===== src/rtl/dma_controller.sv =====
// OAM DMA engine: copies 160 bytes from {src_hi,8'h00} into OAM, arbitrating the CPU bus.
// Optional macro DMA_RESTART_EN: a write to 16'hFF46 during a transfer restarts it.
module dma_controller (
  input  logic        clock,
  input  logic        reset,
  input  logic [15:0] A_cpu,
  input  logic [7:0]  Di_cpu,
  output logic [7:0]  Do_cpu,
  input  logic        rd_cpu_n,
  input  logic        wr_cpu_n,
  output logic [15:0] A_mem,
  output logic [7:0]  Do_mem,
  input  logic [7:0]  Di_mem,
  output logic        rd_mem_n,
  output logic        wr_mem_n,
  output logic [7:0]  A_oam,
  output logic [7:0]  Do_oam,
  output logic        wr_oam_n,
  output logic        dma_active,
  output logic        dma_done
);

  localparam int unsigned AW = 16;
  localparam int unsigned DW = 8;
  localparam logic [AW-1:0] DMA_REG  = 16'hFF46;
  localparam logic [AW-1:0] HRAM_LO  = 16'hFF80;
  localparam logic [AW-1:0] HRAM_HI  = 16'hFFFE;
  localparam logic [DW-1:0] LAST_IDX = 8'd159;
  localparam logic [DW-1:0] ECHO_LO  = 8'hE0;
  localparam logic [DW-1:0] ECHO_OFS = 8'h20;

  typedef enum logic [1:0] {IDLE, START, READ, WRITE} state_e;

  state_e        state_q, state_d;
  logic [DW-1:0] src_hi_q, src_hi_d;
  logic [DW-1:0] idx_q, idx_d;
  logic [DW-1:0] data_q, data_d;
  logic          done_d;
  logic          dma_active_q, dma_done_q, wr_oam_n_q;
  logic [DW-1:0] a_oam_q, do_oam_q;

  logic          hram_c;
  logic          reg_wr_c;
  logic [DW-1:0] src_eff_c;

  // CPU request decode; echo RAM pages fold back onto WRAM
  always_comb begin
    hram_c    = (!rd_cpu_n || !wr_cpu_n) && (A_cpu >= HRAM_LO) && (A_cpu <= HRAM_HI);
    reg_wr_c  = !wr_cpu_n && (A_cpu == DMA_REG);
    src_eff_c = (src_hi_q >= ECHO_LO) ? DW'(src_hi_q - ECHO_OFS) : src_hi_q;
  end

  // Next-state logic
  always_comb begin
    state_d  = state_q;
    src_hi_d = src_hi_q;
    idx_d    = idx_q;
    data_d   = data_q;
    done_d   = 1'b0;
    unique case (state_q)
      IDLE: begin
        if (reg_wr_c) begin
          state_d  = START;
          src_hi_d = Di_cpu;
          idx_d    = '0;
        end
      end
      START: state_d = READ;
      READ: begin
        if (!hram_c) begin
          data_d  = Di_mem;
          state_d = WRITE;
        end
      end
      WRITE: begin
        if (idx_q == LAST_IDX) begin
          state_d = IDLE;
          done_d  = 1'b1;
        end else begin
          idx_d   = DW'(idx_q + 8'd1);
          state_d = READ;
        end
      end
      default: state_d = IDLE;
    endcase
`ifdef DMA_RESTART_EN
    if (state_q != IDLE && reg_wr_c) begin
      state_d  = START;
      src_hi_d = Di_cpu;
      idx_d    = '0;
      done_d   = 1'b0;
    end
`endif
  end

  // State and registered outputs
  always_ff @(posedge clock or posedge reset) begin
    if (reset) begin
      state_q      <= IDLE;
      src_hi_q     <= '0;
      idx_q        <= '0;
      data_q       <= '0;
      dma_active_q <= 1'b0;
      dma_done_q   <= 1'b0;
      wr_oam_n_q   <= 1'b1;
      a_oam_q      <= '0;
      do_oam_q     <= '0;
    end else begin
      state_q      <= state_d;
      src_hi_q     <= src_hi_d;
      idx_q        <= idx_d;
      data_q       <= data_d;
      dma_active_q <= (state_d != IDLE);
      dma_done_q   <= done_d;
      wr_oam_n_q   <= (state_d != WRITE);
      a_oam_q      <= idx_d;
      do_oam_q     <= data_d;
    end
  end

  assign dma_active = dma_active_q;
  assign dma_done   = dma_done_q;
  assign wr_oam_n   = wr_oam_n_q;
  assign A_oam      = a_oam_q;
  assign Do_oam     = do_oam_q;

  // Bus mux: CPU passes through when idle or touching HRAM; otherwise DMA owns the bus
  always_comb begin
    A_mem    = A_cpu;
    Do_mem   = Di_cpu;
    rd_mem_n = rd_cpu_n;
    wr_mem_n = wr_cpu_n;
    Do_cpu   = Di_mem;
    if (state_q != IDLE && !hram_c) begin
      rd_mem_n = 1'b1;
      wr_mem_n = 1'b1;
      Do_cpu   = 8'hFF;
      if (state_q == READ) begin
        A_mem    = {src_eff_c, idx_q};
        rd_mem_n = 1'b0;
      end
    end
    if (A_cpu == DMA_REG) Do_cpu = src_hi_q;
  end

endmodule


===== config.mk =====
export PLATFORM = sky130hd
export DESIGN_NAME = dma_controller
export DESIGN_NICKNAME = d
export VERILOG_FILES = /design/src/rtl/dma_controller.sv
export SDC_FILE = /design/constraint.sdc
export NUM_CORES = 1
export LEC_CHECK = 0
export CORE_MARGIN = 8
export CORE_UTILIZATION = 40
export DETAILED_ROUTE_END_ITERATION = 8
export PLACE_DENSITY = 0.77
export RECOVER_POWER = 50
export SYNTH_ARGS = -nofsm -noshare
export SYNTH_HDL_FRONTEND = slang
export SYNTH_SLANG_ARGS = --single-unit
export TNS_END_PERCENT = 100

===== constraint.sdc =====
create_clock -name clock -period 3.45 [get_ports clock]
set_clock_uncertainty 0.15 [all_clocks]
set_input_delay 0.69 -clock clock [delete_from_list [all_inputs] [get_ports clock]]
set_output_delay 0.69 -clock clock [all_outputs]
set_load 0.03 [all_outputs]

==> impl_results.md <==
- Antenna violations before repair: 0
- N_diodes: 0
- Maxcap violations: 0
- RD Place Congestion: between 0.7 and 0.8
- Die height: approximately 83 um
- EDFF count, synth: 0
- Crit-path cells: clkdlybuf4s50_1 > and4_1 > and3_4 > a21oi_4 > buf_12 > buf_12 > mux2_2 > buf_4
- Worst min path class: register to register
- Critical-path top delay cell: clkdlybuf4s50_1
- Critical path data arrival time: 2.57 ns
- Outcome: finished clean
- Register area share after synthesis: approximately two fifths
- Drt pass-1 iters: 4
- Initial DRC count: ~150
- P_int: approximately 760 uW
- Drt wl/cell: between 15 and 20 um
- Area share of the largest cell type after synthesis: 39.0%
- Initial Util: approximately two fifths
- Via/cell ratio: 5.42
- Clock buffer depth: 2
- Final setup fails: 0
- I/O Buffers: 88
- Core box area: 0.00435 mm^2
- Multi-input logic area: approximately 980 um^2
- Fin Setup TNS: 0 ns
- Clk_lat worst skew: between 0.2 and 0.3 ns
- Setup ws final: 0.0384 ns
- Clock network fraction of total power: 20.8%
- Global-route wire length before repair: around 9600 um
- Post-route cell area: 0.00296 mm^2
- Yosys warns: 0
- NumNets Final: approximately 320
- Seq cells post-synth: 29
- Fill count: 333
- Sink Count: 29
- Syn-to-layout area delta: 64.4%
- Main flop type after synthesis: dfrtp_1
- Sw Share: 40.2%
- Die Area: around 0.0069 mm^2
- CP peak stage delay: ~0.45 ns
- CP bufs+invs: 4
- Tightest Pin Transition: 1.05 ns
- Layout cell share with drive strength beyond 1: a little over a third
- Vias: 1831
- Reg area: 727 um^2
- Overall routing resource usage: 17.0%
- Max frequency: approximately 0.29 GHz
- Synthesized Nets: approximately 210
- Final min period: approximately 3.4 ns
- Die X: 83.0 um
- Combinational Power Share: between 40% and 50%
- Synth top cells by count: dfrtp_1, mux2_2, nor2_1
- Pleak: between 0.001 and 0.0015 uW
- Post-synthesis cell count: approximately 180
- Final ANT Viol Nets: 0
- Setup crit start kind: input pin
- # IOs: a little under 90
- CTS tree: built
- Vias in the first global route: between 1500 and 2000
- Place WS: -0.358 ns
- Number of cells on the critical path: 8
- Total CTS buffers: 5
- Psw: approximately 510 uW
- CP delay by family, top: buffers and inverters
- Synth top area cells: dfrtp_1, mux2_2, nor2_1
- Root Driver: clkbuf_8
- Final design utilization: 67.9%
- Cell Pwr Density: ~430 mW/mm^2
- Max VDD drop: around 0.28 mV
- CP dominant cell by count: buf_12
- RSZ-0062 raised after global routing: false
- CTS clk-pin slew, worst paths: 0.06 ns
- Crit end category: primary output
- Post-Synthesis Cell Area: between 0.0015 and 0.002 mm^2
- Remaining global-route overflow: 0
- R2R depth: 5
- Mapped Avg Cell Area: 10.2 um^2
- Critical path peak fanout: 11
- Sequential share of power: between 30% and 40%
- Crit Path Class: input pin to primary output
- Final Slew Violations: 0
- Largest net degree at the start of global routing: 19
- H-tree depth: 2
- Crit share post-route: 98.9%
- Library cells used by synthesis: a little over 40
- Hold Path Stages: 1
- Routed WL: approximately 6200 um
- Number of remaining DRC errors: 0
- Placed inst area: 0.00278 mm^2
- Worst slew margin: around 30%
- Critical Path RT: roughly 2.6 ns
- Cell row count: 24
- Final hold violation count: 0
- Dpl hpwl: between 4000 and 5000 um
- Dominant cell type by area after synthesis: dfrtp_1
- Asr flop ratio synth: 100%
[worst paths after layout]
path / startpoint / endpoint / slack [ns]
max in group asynchronous: reset / A_oam[5] / 1.11
hold / removal: Do_oam[4] / Do_oam[4] / 0.35
hold reg to reg: Do_oam[4] / Do_oam[4] / 0.35
setup reg to reg: A_oam[0] / A_oam[3] / 1.32
min in group asynchronous: reset / A_oam[3] / 0.72
setup / recovery: A_cpu[15] / A_mem[14] / 0.04
[stage by stage]
step / hold WS, ns / instances / power (uW)
CTS: 0.358 / 333 / 1300
finish: 0.348 / 338 / 1280
floorplan: 0.348 / 176 / 768
global route: 0.373 / 338 / 1340
detailed placement: 0.345 / 325 / 1050
global placement: 0.339 / 325 / 1030
[power by group through the flow]
stage | Combinational (uW) | Sequential (uW) | Clock [uW]
final | 553 | 459 | 266
after global routing | 580 | 468 | 289
after CTS | 571 | 456 | 273
after detailed placement | 585 | 461 | 0
after global placement | 574 | 460 | 0
after floorplan | 236 | 533 | 0
[logic make-up after synthesis]
logic type | synth area share, %
compound gates | 9.12
xor+xnor | 1.46
buf+inv | 7.65
simple gates | 20.7
flops | 40.4
mux | 19.2
fa+ha+maj | 1.39
[cell usage in the layout (no fill, tap or decap), types with 3 or more instances in the layout]
master / n
mux2_2: 28
nor3_1: 4
nor2b_1: 3
nand4_1: 5
o22ai_1: 4
dlymetal6s2s_1: 8
o21ai_0: 8
dlygate4sd2_1: 4
nor2_1: 20
clkbuf_8: 5
buf_2: 8
dlygate4sd3_1: 18
nand2_1: 8
a21oi_1: 8
dfrtp_1: 28
buf_4: 33
nand3_1: 6
clkdlybuf4s15_2: 3
inv_1: 4
clkdlybuf4s50_1: 35
clkbuf_1: 4
[layout make-up]
class / count / area share [%]
sequential: 29 / 24.6
tap: 52 / 2.20
timing repair buffer: 116 / 36.7
multi-input combinational: 129 / 33.3
clock buffer: 8 / 2.71
inverter: 4 / 0.508
[worst reg2reg max path: stages (launching register included)]
cell and delay, ns:
dfrtp_1 0.49, ha_1 0.29, nand4bb_1 0.16, o21ai_0 0.59
nor2_1 0.12, nor3_1 0.23
[flip-flops by register name, indices dropped and copies added (netlist names)]
name,count
dma_done,1
state_q,2
wr_oam_n,1
A_oam,8
dma_active,1
Do_oam,8
src_hi_q,8
[layer usage]
metal  track usage (%)  up-vias  share of wire [%]
met5                 0        -                  0
met1              20.0      893                 42
met4              5.59        0                1.6
li1                  -      856                  -
met3              5.76        8                6.8
met2              28.1       74                 49
[what timing repair did]
action,4_1_cts,5_1_grt
buffers inserted,0,3
gates resized for setup,49,24
hold buffers,0,0
endpoints found under the setup margin,23,15
pin swaps,4,3
cloned,0,2
Note: power is estimated with default switching activity, not from simulation.
